## src/rtl/sockit_ghrd_st_to_onchip_writer.sv

```systemverilog
// Avalon-ST to on-chip RAM writer.
// Captures one streaming frame into consecutive words of a 64-bit on-chip RAM,
// starting at a programmed base. The capture region can be linear (stop and
// discard the rest of the frame when full) or circular (wrap to the base).
// Every RAM-side signal is registered, so a beat accepted in cycle N is
// written in cycle N+1.
module sockit_ghrd_st_to_onchip_writer #(
  parameter int ADDR_W  = 13,
  parameter int DATA_W  = 64,
  parameter int BE_W    = 8,
  parameter int EMPTY_W = 3,
  parameter int CNT_W   = 16
) (
  input  logic               clk,
  input  logic               reset,
  input  logic [ADDR_W-1:0]  cfg_base,
  input  logic [ADDR_W:0]    cfg_words,
  input  logic               cfg_wrap,
  input  logic               start,
  input  logic               abort,
  input  logic [DATA_W-1:0]  snk_data,
  input  logic               snk_valid,
  output logic               snk_ready,
  input  logic               snk_sop,
  input  logic               snk_eop,
  input  logic [EMPTY_W-1:0] snk_empty,
  output logic [ADDR_W-1:0]  mem_address,
  output logic [BE_W-1:0]    mem_byteenable,
  output logic               mem_chipselect,
  output logic               mem_write,
  output logic [DATA_W-1:0]  mem_writedata,
  output logic               busy,
  output logic               done,
  output logic [CNT_W-1:0]   frame_len,
  output logic               wrapped,
  output logic               overflow,
  output logic               err_sop
);

  typedef enum logic [1:0] {IDLE, ARMED, CAPTURE, FLUSH} state_t;

  // A region size of zero means the whole RAM.
  localparam logic [ADDR_W:0] DEPTH_W = {1'b1, {ADDR_W{1'b0}}};
  localparam logic [ADDR_W:0] ONE_W   = {{ADDR_W{1'b0}}, 1'b1};

  state_t              state_q, state_d;
  logic [ADDR_W-1:0]   base_q, base_d;
  logic [ADDR_W:0]     words_q, words_d;
  logic                wrap_q, wrap_d;
  logic [ADDR_W:0]     off_q, off_d;
  logic [CNT_W-1:0]    frame_len_q, frame_len_d;
  logic                wrapped_q, wrapped_d;
  logic                overflow_q, overflow_d;
  logic                err_sop_q, err_sop_d;
  logic                done_q, done_d;
  logic                mem_write_q, mem_write_d;
  logic [ADDR_W-1:0]   mem_address_q, mem_address_d;
  logic [BE_W-1:0]     mem_be_q, mem_be_d;
  logic [DATA_W-1:0]   mem_data_q, mem_data_d;

  logic                acc;
  logic [ADDR_W:0]     eff_off;
  logic [ADDR_W:0]     nxt_off;
  logic [BE_W-1:0]     be_eop;

  // Next-state, datapath and status update for the capture FSM.
  always_comb begin
    state_d       = state_q;
    base_d        = base_q;
    words_d       = words_q;
    wrap_d        = wrap_q;
    off_d         = off_q;
    frame_len_d   = frame_len_q;
    wrapped_d     = wrapped_q;
    overflow_d    = overflow_q;
    err_sop_d     = err_sop_q;
    done_d        = 1'b0;
    mem_write_d   = 1'b0;
    mem_address_d = mem_address_q;
    mem_be_d      = mem_be_q;
    mem_data_d    = mem_data_q;

    acc     = snk_valid && (state_q != IDLE);
    // A sop beat always restarts the frame at offset 0.
    eff_off = snk_sop ? '0 : off_q;
    nxt_off = eff_off + ONE_W;
    be_eop  = {BE_W{1'b1}} >> snk_empty;

    if (abort) begin
      // Drop whatever beat arrives this cycle; status bits are kept.
      state_d = IDLE;
    end else begin
      case (state_q)
        IDLE: begin
          if (start) begin
            base_d      = cfg_base;
            words_d     = (cfg_words == '0) ? DEPTH_W : cfg_words;
            wrap_d      = cfg_wrap;
            off_d       = '0;
            frame_len_d = '0;
            wrapped_d   = 1'b0;
            overflow_d  = 1'b0;
            err_sop_d   = 1'b0;
            state_d     = ARMED;
          end
        end
        ARMED, CAPTURE: begin
          // In ARMED only a sop beat opens the frame; others are discarded.
          if (acc && (snk_sop || state_q == CAPTURE)) begin
            mem_write_d   = 1'b1;
            mem_address_d = base_q + eff_off[ADDR_W-1:0];
            mem_data_d    = snk_data;
            mem_be_d      = snk_eop ? be_eop : {BE_W{1'b1}};
            if (snk_sop) begin
              frame_len_d = {{(CNT_W-1){1'b0}}, 1'b1};
              if (state_q == CAPTURE) err_sop_d = 1'b1;
            end else if (frame_len_q != {CNT_W{1'b1}}) begin
              frame_len_d = frame_len_q + 1'b1;
            end
            if (snk_eop) begin
              done_d  = 1'b1;
              off_d   = nxt_off;
              state_d = IDLE;
            end else if (nxt_off == words_q) begin
              if (wrap_q) begin
                off_d     = '0;
                wrapped_d = 1'b1;
                state_d   = CAPTURE;
              end else begin
                off_d      = nxt_off;
                overflow_d = 1'b1;
                state_d    = FLUSH;
              end
            end else begin
              off_d   = nxt_off;
              state_d = CAPTURE;
            end
          end
        end
        FLUSH: begin
          // Drain the rest of the frame without writing it.
          if (acc && snk_eop) begin
            done_d  = 1'b1;
            state_d = IDLE;
          end
        end
        default: state_d = IDLE;
      endcase
    end
  end

  // State and registered outputs.
  always_ff @(posedge clk or posedge reset) begin
    if (reset) begin
      state_q       <= IDLE;
      base_q        <= '0;
      words_q       <= '0;
      wrap_q        <= 1'b0;
      off_q         <= '0;
      frame_len_q   <= '0;
      wrapped_q     <= 1'b0;
      overflow_q    <= 1'b0;
      err_sop_q     <= 1'b0;
      done_q        <= 1'b0;
      mem_write_q   <= 1'b0;
      mem_address_q <= '0;
      mem_be_q      <= '0;
      mem_data_q    <= '0;
    end else begin
      state_q       <= state_d;
      base_q        <= base_d;
      words_q       <= words_d;
      wrap_q        <= wrap_d;
      off_q         <= off_d;
      frame_len_q   <= frame_len_d;
      wrapped_q     <= wrapped_d;
      overflow_q    <= overflow_d;
      err_sop_q     <= err_sop_d;
      done_q        <= done_d;
      mem_write_q   <= mem_write_d;
      mem_address_q <= mem_address_d;
      mem_be_q      <= mem_be_d;
      mem_data_q    <= mem_data_d;
    end
  end

  assign snk_ready      = (state_q != IDLE);
  assign busy           = (state_q != IDLE);
  assign done           = done_q;
  assign frame_len      = frame_len_q;
  assign wrapped        = wrapped_q;
  assign overflow       = overflow_q;
  assign err_sop        = err_sop_q;
  assign mem_write      = mem_write_q;
  assign mem_chipselect = mem_write_q;
  assign mem_address    = mem_address_q;
  assign mem_byteenable = mem_be_q;
  assign mem_writedata  = mem_data_q;

endmodule

```

## config.mk

```make
export PLATFORM = sky130hd
export DESIGN_NAME = sockit_ghrd_st_to_onchip_writer
export DESIGN_NICKNAME = d
export VERILOG_FILES = /design/src/rtl/sockit_ghrd_st_to_onchip_writer.sv
export SDC_FILE = /design/constraint.sdc
export NUM_CORES = 1
export LEC_CHECK = 0
export ABC_AREA = 1
export BUFFER_PORTS_ARGS = -buffer_cell sky130_fd_sc_hd__buf_2
export CAP_MARGIN = 0
export CORE_MARGIN = 3
export CORE_UTILIZATION = 50
export DETAILED_ROUTE_END_ITERATION = 12
export PLACE_DENSITY_LB_ADDON = 0.12
export SYNTH_ARGS = -nofsm -noshare
export SYNTH_HDL_FRONTEND = slang
export SYNTH_SLANG_ARGS = --single-unit
```

## constraint.sdc

```tcl
create_clock -name clk -period 14.84 [get_ports clk]
set_input_delay 2.968 -clock clk [delete_from_list [all_inputs] [get_ports clk]]
set_output_delay 2.968 -clock clk [all_outputs]
set_load 0.02 [all_outputs]
```

==> impl.org, run 1 <==
** Detailed routing
- Dividing the detail-routed via count by the number of cells gives 5.03.
- Vias :: 6852
- After detailed routing, the average wire length per cell comes to 14.5 um.
- The count of nets left with antenna violations once routing finished came out at 0.
- The first TritonRoute pass finished after 5 iterations.
- Routed wire length :: 19.8 mm
- Count of routing violations after the opening detailed-route iteration :: 476
- Residual DRC :: 0

** STA
- Ratio of final minimum period to clock period :: 40.5%
- Actual transition at the worst max-transition pin :: 0.832 ns
- Timing would allow up to 0.166 GHz.
- Summed over all failing endpoints, the final setup total negative slack is 0 ns.
- Setup Viol. Count Final :: 0
- Period minus WS final :: 6.01 ns
- The final count of hold timing violations was 0.
- Setup repair after global routing left no endpoint under its margin.
- Measured against its own limit, the worst slew margin works out to 44.3%.
- Final Max Tran Viols :: 0
- For the final database, setup skew stands at 0.0104 ns.

** Status
- The flow ran to the end, and the final reports show no timing, DRC or antenna violations.

** Clock tree
- Counting along the longest clock path gives a buffer depth of 2.
- Clock slew at reported path FFs :: 0.06 ns
- Buffers inserted to repair hold after CTS numbered 0.
- The clock net in this run drives a total of 150 sinks.
- The tree is rooted in a sky130_fd_sc_hd__clkbuf_16.
- Once the clock tree was built, the resizer swapped 0 gates to a different size.
- CTS built an H-tree with a depth of 4.
- TritonCTS clock tree :: built
- Clk Latency, worst-skew pair :: 0.42 ns
- After clock tree synthesis, the setup repair step added 0 buffers.
- Inserted Clock Buffers :: 17

** Worst setup path
- Startpoint of the lowest-slack register-to-register path :: state_q[0]
- Maximum net fanout on the critical path :: 35
- For this design, the slowest cell found on the critical path is sky130_fd_sc_hd__clkinv_1.
- STA classifies the critical path startpoint as a primary input.
- Biggest cell delay along the critical path :: 0.74 ns
- By startpoint and endpoint, the worst setup path is classified as in -> reg.
- Timing startpoint of the critical path :: abort
- Arrival time worst endpoint :: 6.31 ns
- In this run the register-to-register setup slack is 10.82 ns.
- Cell chain of the critical path :: buf_2, inv_1, nand3_1, clkinv_1, o21ai_0, nand2_1, nand2_1, nor2_1, inv_1, nand2_1, a22oi_1
- Most frequent CP cell :: sky130_fd_sc_hd__nand2_1
- At the worst endpoint, the required time is 15.14 ns.
- STA classifies the critical path endpoint as a register.

** Die
- Effective utilization at floorplan :: 51.5%
- Measured along the x axis, the die boundary spans 129 um.
- Die height :: 129 um
- After floorplanning, the core was divided into 44 placement rows.
- The region available for standard cell placement spans 0.0146 mm^2.
- Total Die Area :: 0.0166 mm^2
- For this design the top-level I/O count stands at 211.

** Min path
- The min-delay analysis places its worst path in the category reg -> reg.
- Startpoint of the worst hold path :: mem_address[7]

** Power and ir drop
- Leakage power total :: 5.27 nW
- Power per Cell Area :: 174 mW/mm^2
- Worst ir drop on vdd :: 0.125 mV

** Final layout
- Synthesis-to-finish area growth :: 23.6%
- The finished cells cover 0.00932 mm^2.
- Share of final-layout standard cells stronger than drive strength 1 :: 24.4%
- The final layout contains 1284 nets.

** GRT
- Antenna violations before repair :: 0
- Across every metal layer, demand over resource in global routing totals 24.3%.
- Total global routing overflow :: 0
- Largest net degree at the start of global routing :: 94
- The first global-routing pass estimated 31.9 mm of wire.
- Via count of the first global-routing pass :: 6499

** Yosys
- In this run the cell area of the synthesized design comes to 0.00754 mm^2.
- After synthesis, the largest area contributor takes up 49.8% of total cell area.
- In the synthesized netlist the dominant register cell turns out to be sky130_fd_sc_hd__dfrtp_1.
- Yosys instantiated no cell more often than sky130_fd_sc_hd__nand2_1.
- Summed over all instances, the cell type with the most area after synthesis is sky130_fd_sc_hd__dfrtp_1.
- By area the synthesized netlist is led by sky130_fd_sc_hd__dfrtp_1 (50%), sky130_fd_sc_hd__nand2_1 (21%), sky130_fd_sc_hd__inv_1 (4.1%).
- In this run the mean area of a mapped cell was 7.82 um^2.
- During synthesis, Yosys emitted a total of 0 warnings.
- Flip-flop and latch count after synthesis :: 150
- Sequential fraction of the synthesis area :: 49.8%
- Net Count, Synth :: 1084
- Count of unique library cells instantiated by Yosys :: 43
- Ranking of synthesized cells by instance count :: sky130_fd_sc_hd__nand2_1 (414), sky130_fd_sc_hd__dfrtp_1 (150), sky130_fd_sc_hd__inv_1 (82), sky130_fd_sc_hd__nor2_1 (64), sky130_fd_sc_hd__nand3_1 (45)
- Synth Instances :: 964
- Of all flip-flops after synthesis, the portion carrying an async set or reset was 100%.
- Number of flops mapped to enable cells by yosys :: 0

** Placement
- Placement Cell Area :: 0.00869 mm^2
- Port-buffer cells :: 210
- Summed over all nets, the half-perimeter wirelength after detailed placement is 14.5 mm.
- At the end of routability-driven placement, the weighted congestion stood at 0.908.

** Run
- Max-cap violations in this run came to 0.
==> worst max-delay path: cells and delay by family <==
kind | cells | cell delay, ns
AND/OR/NAND/NOR | 5 | 1.81
buffers and inverters | 4 | 1.15
AO/OA/AOI/OAI | 2 | 0.36
==> cells by family (layout without fill, tap and decap cells) <==
| group | Yosys count | in the layout | share of synthesized area (%) |
|---|---|---|---|
| AOI/OAI and AO/OA | 75 | 75 | 5.59 |
| xor gates and xnor gates | 10 | 10 | 1.16 |
| adders and majority gates | 18 | 18 | 2.99 |
| buffers and inverters | 118 | 331 | 6.52 |
| DFF | 150 | 150 | 49.8 |
| other | 0 | 1 | 0 |
| and+or+nand+nor | 593 | 593 | 34.0 |
==> stage by stage <==
stage               worst slack, ns  hold slack [ns]  util [%]  instances  power [W]
global route                   8.38            0.491      63.6       1361    0.00173
detailed placement             8.35            0.459      59.3       1329    0.00117
finish                         8.83            0.473      63.6       1362    0.00162
global placement               8.49            0.450      59.3       1329    0.00116
CTS                            8.81            0.477      63.6       1361    0.00164
floorplan                      7.84            0.455         -        964   0.000977
==> sequential cells by signal (all words and copies together), names as in the netlist, 2 cells and up <==
name,cells
base_q,13
words_q,14
off_q,14
state_q,2
frame_len,16
mem_byteenable,8
mem_address,13
mem_writedata,64
==> final timing paths <==
check / end / cells after the start
max: frame_len[7] / 11
min: mem_address[7] / 2
max reg2reg: frame_len[5] / 11
min reg2reg: mem_address[7] / 2
max in group asynchronous: words_q[0] / 3
min in group asynchronous: frame_len[10] / 2
==> cell type report <==
| type | count | area [um^2] |
|---|---|---|
| fill | 1315 | 5320 |
| clock buffer | 21 | 470 |
| inverter | 86 | 333 |
| sequential | 150 | 3750 |
| timing repair buffer | 213 | 1070 |
| antenna | 1 | 2.50 |
| tap | 184 | 230 |
| multi-input combinational | 696 | 3300 |
| clock inverter | 11 | 160 |
==> per-layer routing <==
metal	vias to the layer above	GRT usage, %	routed length, um
li1	3431	-	-
met4	0	6.73	397
met1	3174	32.4	8760
met2	217	38.2	9230
met5	-	0	0
met3	30	8.05	1400
==> power by group <==
part	switching (W)	internal (W)	leakage [nW]	total (W)
Clock	0.000180	0.000282	0.310	0.000462
Sequential	0.0000789	0.000545	1.97	0.000624
Combinational	0.000353	0.000182	2.98	0.000535
Total	0.000611	0.00101	5.27	0.00162
==> cells in the final DEF, fill, tap and decap left out, types with 5 or more instances in the layout <==
cell                          n
sky130_fd_sc_hd__a21oi_1     17
sky130_fd_sc_hd__nand3_2     15
sky130_fd_sc_hd__buf_2      210
sky130_fd_sc_hd__inv_6        7
sky130_fd_sc_hd__nor3_1      12
sky130_fd_sc_hd__nand3_1     45
sky130_fd_sc_hd__clkbuf_16   17
sky130_fd_sc_hd__o21ai_0     37
sky130_fd_sc_hd__inv_1       81
sky130_fd_sc_hd__nor2_1      64
sky130_fd_sc_hd__a31oi_1      8
sky130_fd_sc_hd__nand4_1     11
sky130_fd_sc_hd__nor2_2       5
sky130_fd_sc_hd__or2_2        9
sky130_fd_sc_hd__dfrtp_1    150
sky130_fd_sc_hd__ha_1        18
sky130_fd_sc_hd__nand2_1    413
sky130_fd_sc_hd__xor2_1       9
Power figures use the tool's default switching activity.
==> run 2: changes to the inputs <==
- ABC_AREA: 1 -> 0
- CORE_UTILIZATION: 50 -> 47
- clock period: 14.84 -> 5.1 ns (I/O delays scaled with it)
==> run 2 against run 1 <==
Effect of this change: final cell count fell by 15%; via count fell by 15%; count of clock-buffer cells in the layout fell by 3; first-iteration DRC count fell by 26%; critical path depth did not move; largest cell class unchanged.
==> impl.org, run 2 <==
** Die
- The starting density of the core was 48.7% (-2.8 points).
- The boundary pin count is 211 (unchanged).
- Area of the core :: 0.0148 mm^2 (+0.75%)
- The die width came to 130 um (+0.62%).
- The height of the chip is 130 um (+0.62%).
- The total die area was 0.0168 mm^2 (+1.2%).
- Row count :: 44 (unchanged)

** Worst setup path
- The worst endpoint data arrival time came to 3.73 ns (-2.58 ns).
- The required time reported for the critical path endpoint was 5.39 ns (-9.75 ns).
- The largest fanout on the critical path came to 14 (-60%).
- The register-to-register setup slack came to 1.93 ns (-8.89 ns).
- STA classifies the critical path startpoint as a primary input.
- R2R depth :: 10 (-1)
- STA classifies the critical path endpoint as a register.
- Type of the worst setup path :: in -> reg

** Clock tree
- # clock sinks :: 150 (unchanged)
- The insertion delay of the later-clocked pin in the worst-skew pair is 0.43 ns (about the same).
- The count of cells resized by post-cts repair was 0 (unchanged).
- Maximum number of buffers from clock root to sink :: 2 (unchanged)
- TritonCTS built the clock tree.
- Inserted Clock Buffers :: 17 (unchanged)
- Clock slew at reported path FFs :: 0.06 ns (about the same)
- Cts-stage hold buffer count :: 0 (unchanged)
- Total number of H-tree levels :: 4 (unchanged)
- Number of buffers added for setup after CTS :: 0 (unchanged)
- Clock tree synthesis selected as its root buffer the cell sky130_fd_sc_hd__clkbuf_16.

** Placement
- Post-place setup slack :: 1.23 ns (-7.12 ns)
- Port-buffer cells :: 210 (unchanged)
- The placed instance count was 1121 (-16%).
- DP Wirelength :: 13.0 mm (-10%)
- The routability congestion estimate came to 0.907 (about the same).

** Final layout
- Compared with the post-synthesis result, the final layout area differs by 25.1%.
- The share of post-route cells with drive strength above 1 is 29.4% (+5.0 points).
- Finished Layout Cells :: 1153 (-15%)
- Leading cell types in the layout, fill and taps excluded :: sky130_fd_sc_hd__nand2_1 (247), sky130_fd_sc_hd__buf_2 (210), sky130_fd_sc_hd__dfrtp_1 (150)
- Largest register FFs :: 64 (unchanged)
- Leaving out fill and tap cells, the most frequent cell in the layout is sky130_fd_sc_hd__nand2_1.
- NumNets Final :: 1076 (-16%)
- # diodes :: 0 (-1)

** Power and ir drop
- The total power draw was 0.00456 W (+180%).
- The power per unit of standard cell area came to 508 mW/mm^2 (+190%).
- Leakage power total :: 4.76 nW (-9.6%)
- The worst voltage drop across the vdd grid was 0.321 mV (+160%).

** STA
- Setup repair after global routing missed its margin :: no
- Ratio of final minimum period to clock period :: 67.4%
- Final Skew :: 0.0122 ns (+0.00183 ns)
- The final count of hold timing violations was 0 (unchanged).
- Fmax :: 0.291 GHz
- The worst path needs 3.44 ns of the cycle, external delays included.
- The final setup slack of the worst path was 1.66 ns (-7.17 ns).
- Worst slew margin relative to its limit :: 36.1% (-8.2 points)
- Setup Viol. Count Final :: 0 (unchanged)
- Final Max Tran Viols :: 0 (unchanged)
- The actual transition at the worst max-transition pin was 0.958 ns (+0.126 ns).
- Setup TNS after final layout :: 0 ns (unchanged)

** Run
- The max-cap violation count came to 0 (unchanged).

** Status
- The flow ran to the end, and the final reports show no timing, DRC or antenna violations.

** Yosys
- Count of unique library cells instantiated by Yosys :: 57 (+33%)
- The synthesized flop and latch total was 150 (unchanged).
- Net Count, Synth :: 876 (-19%)
- The sequential-to-total area share from yosys stat came to 52.3% (+2.5 points).
- Biggest area consumer among synthesized cells :: sky130_fd_sc_hd__dfrtp_1
- By area the synthesized netlist is led by sky130_fd_sc_hd__dfrtp_1 (52%), sky130_fd_sc_hd__nand2_1 (13%), sky130_fd_sc_hd__mux2_2 (4.2%).
- The commonest cells after synthesis are sky130_fd_sc_hd__nand2_1 (247), sky130_fd_sc_hd__dfrtp_1 (150), sky130_fd_sc_hd__nor2_1 (35), sky130_fd_sc_hd__mux2_2 (27), sky130_fd_sc_hd__o21ai_0 (27).
- Cell with the most instances after synthesis :: sky130_fd_sc_hd__nand2_1
- The number of enable-type register cells in the synthesized netlist was 0 (unchanged).
- The most used flip-flop cell after synthesis is sky130_fd_sc_hd__dfrtp_1.
- Number of warnings reported in the yosys synthesis log :: 0 (unchanged)
- The async set or reset register ratio after synthesis is 100% (unchanged).
- Area share of the largest cell type after synthesis :: 52.3% (+2.5 points)
- Post-synth design cell area :: 0.00718 mm^2 (-4.8%)
- The post-synthesis average cell area was 9.50 um^2 (+21%).
- Synth Instances :: 756 (-22%)

** Detailed routing
- The DRC marker count from the first detailed-route iteration was 353 (-26%).
- Routed wire length :: 18.0 mm (-9.1%)
- Drt wl/cell :: 15.6 um (+7.3%)
- The total vias in the final route is 5836 (-15%).
- Detailed-routing iteration count for the pre-antenna-repair pass :: 5 (unchanged)
- Residual DRC :: 0 (unchanged)
- The post-route antenna net violation count is 0 (unchanged).
- The number of vias per cell after detailed routing came to 5.06 (+0.61%).

** GRT
- The initial antenna violation count was 1 (+1).
- The global-route wire length before repair came to 29.1 mm (-8.7%).
- Via count of the first global-routing pass :: 5821 (-10%)
- The largest net degree at the start of global routing came to 94 (unchanged).
- Total global routing overflow :: 0 (unchanged)
- Total routing usage reported by global routing :: 22.1% (-2.2 points)

** Min path
- The min-delay analysis places its worst path in the category reg -> reg.
- The cell depth of the worst hold path is 2 (unchanged).
==> run 2: cell count changes after synthesis, sizes merged, moves of 18 or more <==
cell	change
nand2	-168
inv	-67
nand3	-48
nor2	-38
mux2	+27
xnor2	+18
==> run 2: logic make-up after synthesis <==
logic type,count (synthesis),share of synthesized area (%)
compound gates,101,9.04
xor+xnor,41,5.59
fa+ha+maj,19,3.28
buf+inv,53,3.10
flops,150,52.3
mux,33,5.07
simple gates,359,21.6
==> run 2: final cells by class <==
class,instances,area (um^2)
inverter,18,72.6
multi-input combinational,553,3200
timing repair buffer,216,1100
fill,1333,5770
tap,184,230
sequential,150,3750
clock inverter,14,188
clock buffer,18,439
==> run 2: worst max-delay path: stages <==
cell	delay (ns)
sky130_fd_sc_hd__buf_2	0.13
sky130_fd_sc_hd__nor2b_1	0.28
sky130_fd_sc_hd__ha_1	0.35
sky130_fd_sc_hd__xor2_1	0.12
sky130_fd_sc_hd__o32a_1	0.34
sky130_fd_sc_hd__a2111oi_2	0.32
sky130_fd_sc_hd__and4_1	0.22
sky130_fd_sc_hd__o2111ai_1	0.12
sky130_fd_sc_hd__nor4_2	0.33
sky130_fd_sc_hd__a21o_2	0.37
sky130_fd_sc_hd__o21ai_1	0.12
==> run 2: path summary, 6_finish.rpt <==
check,from,to
setup / recovery,snk_sop,off_q[10]
max in group asynchronous,reset,frame_len[8]
hold / removal,mem_writedata[45],mem_writedata[45]
min in group asynchronous,reset,mem_writedata[57]
setup reg to reg,off_q[1],off_q[10]
hold reg to reg,mem_writedata[45],mem_writedata[45]
==> run 2: where the power goes <==
group | internal [W] | switching [W] | total (W)
logic | 0.000574 | 0.000869 | 0.00144
clock network | 0.000799 | 0.000526 | 0.00132
registers | 0.00155 | 0.000245 | 0.00180
total | 0.00292 | 0.00164 | 0.00456
==> run 2: routing by layer <==
metal	track usage [%]	vias up	routed length, um
met5	0	-	7
met4	6.85	2	284
met3	8.08	21	1460
met2	33.9	181	8290
met1	29.4	2727	7950
li1	-	2905	-
==> run 2: stage by stage <==
step                      cell area (um^2)  hold WS, ns  utilization (%)
final                                 8980        0.468             60.9
after detailed placement              8360        0.457             56.6
after CTS                             8980        0.474             60.9
after floorplan                       7180        0.448                -
after global placement                8360        0.444             56.6
after global routing                  8980        0.488             60.9
==> run 3: changes to the inputs <==
- clock period: 5.1 -> 3 ns (I/O delays scaled with it)
==> run 3 against run 2 <==
Effect of this change: die area unchanged; global-route usage decreased by 0.71 points; sequential power increased by 69%; worst hold slack got worse by 0.15 ns; clock power increased by 55%; register-to-register slack got worse by 1.7 ns.
==> impl.org, run 3 (synthesized netlist as in run 2, its figures left out) <==
** Worst setup path
- The endpoint identified for the worst register-to-register timing path is state_q[0].
- The largest fanout on the critical path came to 6 (-8).
- STA classifies the critical path startpoint as a register.
- Slowest cell on the critical path :: sky130_fd_sc_hd__dfrtp_1
- Startpoint of the lowest-slack register-to-register path :: off_q[1]
- Cell chain of the critical path :: nor2b_2, ha_4, xor2_1, o32a_1, a2111oi_2, and4_1, o2111ai_2, nor4_2, buf_4, a31oi_1, a211oi_1
- Register-to-Register Setup Slack :: 0.22 ns (-1.71 ns)
- The logic depth of the worst register-to-register path was 11 (+1).
- Arrival time worst endpoint :: 3.10 ns (-0.63 ns)
- The required time reported for the critical path endpoint was 3.32 ns (-2.07 ns).
- The combined buffer and inverter count along the critical path was 1 (unchanged).
- The critical path is of the reg -> reg type.
- In this design, the largest share of critical-path delay is due to compound AO/OA/AOI/OAI gates.
- Biggest cell delay along the critical path :: 0.43 ns (+0.06 ns)
- Critical Path End Type :: register

** STA
- Final hold viol count :: 0 (unchanged)
- The number of slew-limit violations in the final report was 0 (unchanged).
- Subtracting the final worst setup slack from the clock period gives 2.78 ns.
- Setup Viol. Count Final :: 0 (unchanged)
- Setup repair after global routing could not meet its margin everywhere.
- Actual transition at the worst max-transition pin :: 0.794 ns (-0.164 ns)
- Fmax :: 0.360 GHz
- The worst hold-check slack was 0.320 ns (-0.148 ns).
- Ratio of final minimum period to clock period :: 92.6%
- The worst setup skew after layout came to 0.00915 ns (-0.00307 ns).
- The worst relative slew slack is 46.9% (+11 points).

** Final layout
- The final core utilization came to 62.2% (+1.3 points).
- NumNets Final :: 1096 (+1.9%)
- Leading cell types in the layout, fill and taps excluded :: sky130_fd_sc_hd__nand2_1 (247), sky130_fd_sc_hd__buf_2 (210), sky130_fd_sc_hd__dfrtp_1 (150)
- The number of flip-flops in the largest register came to 64 (unchanged).
- Share of final-layout standard cells stronger than drive strength 1 :: 31.1% (+1.7 points)
- Most common cell after layout, fill and taps aside :: sky130_fd_sc_hd__nand2_1
- # diodes :: 0 (unchanged)
- Finished Layout Cells :: 1173 (+1.7%)
- Relative to the synthesized area, the layout overhead comes to 27.8%.

** Detailed routing
- The number of vias per cell after detailed routing came to 5.06 (about the same).
- The detailed-route wire length per cell is 14.6 um (-6.2%).
- Routed wire length :: 17.2 mm (-4.5%)
- Count of routing violations after the opening detailed-route iteration :: 360 (+2.0%)
- The post-route antenna net violation count came to 0 (unchanged).
- Vias :: 5935 (+1.7%)
- Detailed-routing iteration count for the pre-antenna-repair pass :: 4 (-1)
- The DRC violation count after routing was 0 (unchanged).

** Power and ir drop
- The sequential share of power is 40.2% (+0.9 points).
- Power per Cell Area :: 828 mW/mm^2 (+63%)
- Leakage power total :: 4.84 nW (+1.7%)
- The clock network power share is 26.8% (-2.2 points).
- Switching power of the nets :: 0.00276 W (+68%)
- Logic gate share of total power :: 33.0% (+1.4 points)
- The internal power consumption came to 0.00483 W (+65%).
- The total power draw came to 0.00760 W (+66%).
- Worst ir drop on vdd :: 0.508 mV (+58%)
- Switching part of the total :: 36.4% (+0.43 points)

** GRT
- Total routing usage reported by global routing :: 21.4% (-0.71 points)
- The via count of the first global-routing pass came to 5766 (-0.94%).
- First-pass GRT wire length :: 28.7 mm (-1.4%)
- The initial antenna violation count is 0 (-1).
- The leftover overflow at the end of global routing is 0 (unchanged).
- Largest net degree at the start of global routing :: 78 (-17%)

** Placement
- RePlAce Congestion :: 0.904 (-0.40%)
- The placed instance count is 1141 (+1.8%).
- The final HPWL from detailed placement came to 12.8 mm (-1.5%).
- Port-buffer cells :: 210 (unchanged)

** Clock tree
- Total number of H-tree levels :: 4 (unchanged)
- The number of buffers added by the clock tree synthesis step came to 17 (unchanged).
- Clock root buffer :: sky130_fd_sc_hd__clkbuf_16
- Maximum number of buffers from clock root to sink :: 2 (unchanged)
- Number of buffers added for setup after CTS :: 0 (unchanged)
- Clk Latency, worst-skew pair :: 0.42 ns (about the same)
- The clock transition at the registers of the reported paths was 0.06 ns (about the same).
- Cts-stage hold buffer count :: 0 (unchanged)
- # clock sinks :: 150 (unchanged)
- Count of instances resized after the clock tree is built :: 0 (unchanged)
- TritonCTS clock tree :: built

** Die
- Area of the core :: 0.0148 mm^2 (unchanged)
- Horizontal extent of the die :: 130 um (unchanged)
- Number of top-level design ports :: 211 (unchanged)
- The floorplan row count was 44 (unchanged).
- The total die area came to 0.0168 mm^2 (unchanged).
- Effective utilization at floorplan :: 48.7% (unchanged)
- The height of the chip came to 130 um (unchanged).

** Run
- Max_cap viols :: 0 (unchanged)

** Status
- The flow ran to the end, and the final reports show no timing, DRC or antenna violations.

** Min path
- Tightest Hold Check Type :: in -> async
run 3: changes by cell type in the layout (fill, tap and decap cells not counted), sizes merged:
cell,delta
buf,+20
bufinv,-2
clkbuf,+1
clkinv,+3
clkinvlp,+3
inv,-5
run 3: cell type report:
| class | instances | area, um^2 |
|---|---|---|
| clock buffers | 19 | 443 |
| well taps | 184 | 230 |
| inverters | 18 | 71.3 |
| clock inverters | 13 | 124 |
| fillers | 1300 | 5580 |
| repair buffers | 236 | 1320 |
| multi-input cells | 553 | 3230 |
| flip-flops and latches | 150 | 3750 |
run 3: per-stage QoR:
step                setup WS (ns)  area (um^2)  TNS (ns)
global placement           0.0157         8610         0
CTS                         0.216         9180         0
floorplan                -0.00375         7230   -0.0136
detailed placement        -0.0133         8610   -0.0231
finish                      0.221         9180         0
global route              -0.0177         9180   -0.0177
run 3: how the worst max path moves through the flow:
| stage | startpoint | endpoint | slack [ns] | cells after the start |
|---|---|---|---|---|
| global route | off_q[0] | state_q[0] | -0.02 | 11 |
| detailed placement | snk_sop | mem_address[12] | -0.01 | 13 |
| CTS | off_q[1] | state_q[0] | 0.22 | 11 |
| finish | off_q[1] | state_q[0] | 0.22 | 11 |
| global placement | snk_sop | state_q[0] | 0.02 | 12 |
| floorplan | snk_sop | off_q[7] | -0.004 | 14 |
run 3: power groups by stage:
stage / Clock (W) / Combinational (W) / Sequential, W
after floorplan: 0 / 0.00123 / 0.00350
after global placement: 0 / 0.00250 / 0.00307
after detailed placement: 0 / 0.00254 / 0.00308
after CTS: 0.00209 / 0.00254 / 0.00306
after global routing: 0.00218 / 0.00279 / 0.00314
final: 0.00204 / 0.00250 / 0.00305
run 3: per-layer routing:
layer / track usage, % / up-vias / share of wire (%)
met4: 7.89 / 0 / 1.7
met5: 0 / - / 0
met2: 32.9 / 187 / 45
li1: - / 2962 / -
met3: 4.95 / 20 / 6.9
met1: 29.8 / 2766 / 47
